### config.mk
export PLATFORM = sky130hd
export DESIGN_NAME = video_timing_gen_flat
export DESIGN_NICKNAME = d
export VERILOG_FILES = /design/src/rtl/video_timing_gen_if.sv /design/src/rtl/video_timing_gen.sv /design/src/flat_wrapper.sv
export SDC_FILE = /design/constraint.sdc
export NUM_CORES = 1
export LEC_CHECK = 0
export ABC_AREA = 1
export CAP_MARGIN = 20
export CELL_PAD_IN_SITES_DETAIL_PLACEMENT = 1
export CELL_PAD_IN_SITES_GLOBAL_PLACEMENT = 2
export CORE_MARGIN = 10
export CORE_UTILIZATION = 28
export DETAILED_ROUTE_END_ITERATION = 8
export GPL_ROUTABILITY_DRIVEN = 0
export PLACE_DENSITY = 0.91
export SYNTH_ARGS = -nofsm -noshare
export SYNTH_HDL_FRONTEND = slang
export SYNTH_SLANG_ARGS = --single-unit
### constraint.sdc
create_clock -name clk -period 2.31 [get_ports clk]
set_clock_uncertainty 0.2 [all_clocks]
set_input_delay 0.3465 -clock clk [delete_from_list [all_inputs] [get_ports clk]]
set_output_delay 0.3465 -clock clk [all_outputs]
set_load 0.005 [all_outputs]
### src/rtl/video_timing_gen_if.sv
// Raster timing bundle: pixel coordinates, visible flag, syncs and pulses.
// master drives it (video_timing_gen), slave consumes it (pixel sources).
interface video_timing_gen_if;
    logic [15:0] x;
    logic [15:0] y;
    logic        visible;
    logic        hsync;
    logic        vsync;
    logic        line_start;
    logic        frame_start;

    modport master (
        output x, y, visible, hsync, vsync, line_start, frame_start
    );

    modport slave (
        input x, y, visible, hsync, vsync, line_start, frame_start
    );
endinterface

### src/rtl/video_timing_gen.sv
// Raster scan controller: x/y counters, visible decode, delayed h/v sync.
// Ports: clk, reset (sync, active-high), ce (pixel advance), vo (timing bundle).
module video_timing_gen #(
    parameter int H_VISIBLE    = 1024,
    parameter int H_FRONT      = 24,
    parameter int H_SYNC       = 136,
    parameter int H_BACK       = 160,
    parameter int V_VISIBLE    = 768,
    parameter int V_FRONT      = 3,
    parameter int V_SYNC       = 6,
    parameter int V_BACK       = 29,
    parameter bit HSYNC_ACTIVE = 1'b0,
    parameter bit VSYNC_ACTIVE = 1'b0,
    parameter int SYNC_DELAY   = 1
) (
    input  logic               clk,
    input  logic               reset,
    input  logic               ce,
    video_timing_gen_if.master vo
);

    localparam int H_TOTAL = H_VISIBLE + H_FRONT + H_SYNC + H_BACK;
    localparam int V_TOTAL = V_VISIBLE + V_FRONT + V_SYNC + V_BACK;

    generate
        if (H_TOTAL > 65536 || V_TOTAL > 65536 ||
            SYNC_DELAY < 0 || SYNC_DELAY > 3) begin : g_bad_params
            $error("video_timing_gen: illegal timing parameters");
        end
    endgenerate

    localparam logic [15:0] H_LAST = 16'(H_TOTAL - 1);
    localparam logic [15:0] V_LAST = 16'(V_TOTAL - 1);

    // Decode thresholds kept 32 bits wide so a 65536 bound still compares.
    localparam logic [31:0] HV     = 32'(H_VISIBLE);
    localparam logic [31:0] HS_BEG = 32'(H_VISIBLE + H_FRONT);
    localparam logic [31:0] HS_END = 32'(H_VISIBLE + H_FRONT + H_SYNC);
    localparam logic [31:0] VV     = 32'(V_VISIBLE);
    localparam logic [31:0] VS_BEG = 32'(V_VISIBLE + V_FRONT);
    localparam logic [31:0] VS_END = 32'(V_VISIBLE + V_FRONT + V_SYNC);

    logic [15:0] x_q, y_q;
    logic [15:0] x_nxt, y_nxt;
    logic        vis_q, hs_q, vs_q, ls_q, fs_q;
    logic        vis_nxt, hs_nxt, vs_nxt, ls_nxt, fs_nxt;
    logic [31:0] xw, yw;

    always_comb begin
        x_nxt = x_q;
        y_nxt = y_q;
        if (ce) begin
            if (x_q != H_LAST) begin
                x_nxt = x_q + 16'd1;
            end else begin
                x_nxt = '0;
                y_nxt = (y_q == V_LAST) ? '0 : y_q + 16'd1;
            end
        end
    end

    // Decode from next-state so registered flags line up with x/y.
    always_comb begin
        xw      = {16'd0, x_nxt};
        yw      = {16'd0, y_nxt};
        vis_nxt = (xw < HV) && (yw < VV);
        hs_nxt  = (xw >= HS_BEG && xw < HS_END) ? HSYNC_ACTIVE
                                                : !HSYNC_ACTIVE;
        vs_nxt  = (yw >= VS_BEG && yw < VS_END) ? VSYNC_ACTIVE
                                                : !VSYNC_ACTIVE;
        ls_nxt  = ce && (x_nxt == '0);
        fs_nxt  = ls_nxt && (y_nxt == '0);
    end

    always_ff @(posedge clk) begin
        if (reset) begin
            x_q   <= H_LAST;
            y_q   <= V_LAST;
            vis_q <= 1'b0;
            hs_q  <= !HSYNC_ACTIVE;
            vs_q  <= !VSYNC_ACTIVE;
            ls_q  <= 1'b0;
            fs_q  <= 1'b0;
        end else begin
            x_q   <= x_nxt;
            y_q   <= y_nxt;
            vis_q <= vis_nxt;
            hs_q  <= hs_nxt;
            vs_q  <= vs_nxt;
            ls_q  <= ls_nxt;
            fs_q  <= fs_nxt;
        end
    end

    assign vo.x           = x_q;
    assign vo.y           = y_q;
    assign vo.visible     = vis_q;
    assign vo.line_start  = ls_q;
    assign vo.frame_start = fs_q;

    // Sync delay runs on every clk so it tracks the pixel-source register,
    // not the ce-gated counters.
    generate
        if (SYNC_DELAY == 0) begin : g_no_dly
            assign vo.hsync = hs_q;
            assign vo.vsync = vs_q;
        end else begin : g_dly
            logic [SYNC_DELAY-1:0] hd, vd;

            always_ff @(posedge clk) begin
                if (reset) begin
                    hd <= {SYNC_DELAY{!HSYNC_ACTIVE}};
                    vd <= {SYNC_DELAY{!VSYNC_ACTIVE}};
                end else begin
                    hd <= SYNC_DELAY'({hd, hs_q});
                    vd <= SYNC_DELAY'({vd, vs_q});
                end
            end

            assign vo.hsync = hd[SYNC_DELAY-1];
            assign vo.vsync = vd[SYNC_DELAY-1];
        end
    endgenerate

endmodule
### src/flat_wrapper.sv
// flat-port wrapper written by rule: the top's interface ports become plain ports
module video_timing_gen_flat 
#(
    parameter int H_VISIBLE    = 1024,
    parameter int H_FRONT      = 24,
    parameter int H_SYNC       = 136,
    parameter int H_BACK       = 160,
    parameter int V_VISIBLE    = 768,
    parameter int V_FRONT      = 3,
    parameter int V_SYNC       = 6,
    parameter int V_BACK       = 29,
    parameter bit HSYNC_ACTIVE = 1'b0,
    parameter bit VSYNC_ACTIVE = 1'b0,
    parameter int SYNC_DELAY   = 1
)
  (clk, reset, ce, vo_x, vo_y, vo_visible, vo_hsync, vo_vsync, vo_line_start, vo_frame_start);
  video_timing_gen_if vo_i ();
  input  logic clk;
  input  logic reset;
  input  logic ce;
  output wire logic [$bits(vo_i.x)-1:0] vo_x;
  output wire logic [$bits(vo_i.y)-1:0] vo_y;
  output wire logic [$bits(vo_i.visible)-1:0] vo_visible;
  output wire logic [$bits(vo_i.hsync)-1:0] vo_hsync;
  output wire logic [$bits(vo_i.vsync)-1:0] vo_vsync;
  output wire logic [$bits(vo_i.line_start)-1:0] vo_line_start;
  output wire logic [$bits(vo_i.frame_start)-1:0] vo_frame_start;
  assign vo_x = vo_i.x;
  assign vo_y = vo_i.y;
  assign vo_visible = vo_i.visible;
  assign vo_hsync = vo_i.hsync;
  assign vo_vsync = vo_i.vsync;
  assign vo_line_start = vo_i.line_start;
  assign vo_frame_start = vo_i.frame_start;
  video_timing_gen #(.H_VISIBLE(H_VISIBLE), .H_FRONT(H_FRONT), .H_SYNC(H_SYNC), .H_BACK(H_BACK), .V_VISIBLE(V_VISIBLE), .V_FRONT(V_FRONT), .V_SYNC(V_SYNC), .V_BACK(V_BACK), .HSYNC_ACTIVE(HSYNC_ACTIVE), .VSYNC_ACTIVE(VSYNC_ACTIVE), .SYNC_DELAY(SYNC_DELAY)) u_core (.clk(clk), .reset(reset), .ce(ce), .vo(vo_i));
endmodule
==> metrics.cfg, run 1 <==
[floorplan]
pin_count = 40
dieArea_sq_mm = 0.0136
start_util_pct = 28.5
die_w_um = 116
row_count = 35
core_sq_mm = 0.00915
fp.dieH_um = 116

[setup_path]
worst_setup_path_start_kind = flip-flop
cp-end-kind = flip-flop
worst_r2r_path_depth = 15
worstSetupPathType = flip-flop to flip-flop
path_max_fanout = 5
critical_path_arrival_ps = 2200
cp_data_required_time_ps = 2350
r2r-start = u_core.vo.x[1]
crit_start = u_core.vo.x[1]

[synthesis]
yosys.area.top_type_share_pct = 30.0
syn_avg_cell_area_sq_um = 5.86
yosys_register_bits = 39
syn-cell-area_sq_mm = 0.00261
synth-seq-area-share_pct = 30.0
synth.largest_area_cell = dfxtp_1
yosysWarnings = 0
synth_area_leaders = dfxtp_1 30%, nand2_1 20%, nor2_1 11%, nand3_1 9.0%, inv_1 7.9%
syn_inst = 445
synth_cell_types = 27
syn_nets = 451

[power]
ir_drop_v = 0.000281
leakage_uw = 0.00180
total_power_uw = 2600
cellPowerDensity_mw_per_mm2 = 703

[worst_hold_path]
hold_path_class = flip-flop to flip-flop
min_path_cells = 1
hold_start = u_core.hs_q

[timing]
finalHoldViolCount = 0
worst_slack_ps = 158
period_needed_ps = 2150
worstMarginPinSlew_ps = 365
finalSetupViolCount = 0
slew_violations = 0
fin_crit_sh_pct = 93.2
max_freq_mhz = 465
slew_headroom_pct = 75.6

[grt]
overflow = 0
grtUsageTotal_pct = 14.8
grt_max_degree = 26
antenna_found_initial = 0
grt_pass1_wl_mm = 16.0
grt_pass1_vias = 3259

[routing]
initialDrtViolationCount = 139
ant_nets = 0
viasPerCell = 4.86
wirelength_mm = 9.90
drc = 0
dr.pass1.iters = 4
wl_per_cell_um = 15.4
vias = 3132

[clock_tree]
cts_tree = done
clkTransAtPathRegs_ps = 80
cts_sinks = 39
cts-root-buf = clkbuf_8
cts_hold_buf = 0
clk_path_buf_depth = 2
htree_levels = 2
clkLatencyLatePin_ps = 300
cts_buffers = 5

[placed_design]
numPortBuffers = 39
pre_cts_slack_ps = -288
place.detailed.hpwl_mm = 7.73

[cells_and_area]
fin_nets = 538
n_fill_cell = 1212
antenna_cells_inserted = 0
drive_gt1_share_pct = 20.3
syn_to_final_growth_pct = 41.9

[run_status]
status = completed

[job]
max-cap-violations = 0

## worst paths after layout
| kind | endpoint | slack, ps |
|---|---|---|
| worst max-delay path | u_core.vo.frame_start | 160 |
| worst min-delay path | u_core.vo.hsync | 220 |
| worst min register to register | u_core.vo.hsync | 220 |
| worst max register to register | u_core.vo.frame_start | 160 |
## sequential cells by signal, summed over array words and instances (netlist names)
register / flops
u_core.vo.hsync: 1
u_core.vo.frame_start: 1
u_core.vo.line_start: 1
u_core.vo.vsync: 1
u_core.hs_q: 1
u_core.vo.x: 16
u_core.vo.visible: 1
u_core.vs_q: 1
u_core.vo.y: 16
## metal layers
layer	share of wire [%]	vias up	track usage (%)
li1	-	1574	-
met1	46	1483	18.3
met2	48	61	25.6
met3	4.3	14	2.16
met4	1.8	0	4.67
met5	0	-	0
## area by class of cell
class	instances	area, sq um	share of cell area (%)
inverter	57	214	5.78
multi-input combinational	338	1630	44.1
tap	111	139	3.76
clock inverter	2	60.1	1.62
clock buffer	6	72.6	1.96
sequential	39	800	21.6
timing repair buffer	91	783	21.2
## report_power, final
group | leakage [uW] | switching (uW) | internal (uW)
Sequential | 0.000317 | 74.8 | 736
Clock | 0.0000654 | 274 | 432
Combinational | 0.00142 | 589 | 494
Total | 0.00180 | 938 | 1660
## critical path, stage by stage, from the launching register on
cell	delay (ps)
dfxtp_2	360
ha_4	170
nand3_1	110
nor2_1	130
nand2_2	130
buf_4	170
buf_4	120
nand2_1	50
nand2_1	50
nand2_1	70
nand2_1	60
nor2_2	120
nand2_1	110
nor2_1	90
nand2_1	60
nor2_1	80
## logic make-up (layout without fill, tap and decap cells)
family / after synthesis / count (layout) / synth area share [%]
AOI/OAI and AO/OA: 25 / 25 / 5.33
xor gates and xnor gates: 6 / 6 / 2.02
adders and majority gates: 3 / 3 / 1.44
buffers and inverters: 68 / 156 / 10.3
DFF: 39 / 39 / 30.0
and+or+nand+nor: 304 / 304 / 51.0
## cell usage after synthesis, drive strengths merged
| library cell | count |
|---|---|
| xor2 | 6 |
| nor3 | 7 |
| dfxtp | 39 |
| nand3 | 53 |
| o21ai | 15 |
| a21boi | 1 |
| clkbuf | 6 |
| o21bai | 1 |
| nor2 | 82 |
| nand4 | 15 |
| o21a | 1 |
| nor3b | 1 |
| nand3b | 1 |
| buf | 5 |
| o211ai | 1 |
| or2 | 3 |
| ha | 3 |
| a21oi | 6 |
| nand2 | 142 |
| inv | 57 |
## layout by cell type, fill, tap and decap left out, drive strengths merged, types with 2 or more instances in the layout
cell type	count
bufinv	2
buf	52
nor2	82
nand4	15
nor3	7
dfxtp	39
or2	3
nand2	142
inv	57
ha	3
clkdlybuf4s50	38
o21ai	15
clkbuf	6
a21oi	6
xor2	6
nand3	53
## timing repair
item / CTS / global route
cloned: 0 / 0
setup endpoints to repair: 2 / 6
pin swaps: 1 / 6
resized for setup: 0 / 40
setup buffers: 3 / 6
## per-stage QoR
step | area [sq um] | hold WS, ps | std cells | TNS, ps | utilization, %
2_1_floorplan | 2610 | 189 | 445 | 0 | -
3_3_place_gp | 3400 | 199 | 627 | -770 | 37.2
3_5_place_dp | 3400 | 203 | 627 | -1220 | 37.2
4_1_cts | 3560 | 225 | 638 | 0 | 38.9
5_1_grt | 3700 | 245 | 644 | -96.2 | 40.4
6_report | 3700 | 222 | 644 | 0 | 40.4
(Power assumes the default switching activity.)
==> inputs of run 2 (changes only) <==
--- a/config.mk
+++ b/config.mk
@@ -6,7 +6,7 @@
 export NUM_CORES = 1
 export LEC_CHECK = 0
 export ABC_AREA = 1
-export CAP_MARGIN = 20
+export CAP_MARGIN = 5
 export CELL_PAD_IN_SITES_DETAIL_PLACEMENT = 1
 export CELL_PAD_IN_SITES_GLOBAL_PLACEMENT = 2
 export CORE_MARGIN = 10
==> constraint.sdc (replaced) <==
create_clock -name clk -period 2.31 [get_ports clk]
set_clock_uncertainty 0.2 [all_clocks]
set_input_delay 0.3465 -clock clk [delete_from_list [all_inputs] [get_ports clk]]
set_output_delay 0.3465 -clock clk [all_outputs]
set_load 0.02 [all_outputs]
==> results of run 2 <==
The final DEF is identical to that of run 1. Status: completed.
Among the figures that moved: total power 2600 uW -> 2660 uW
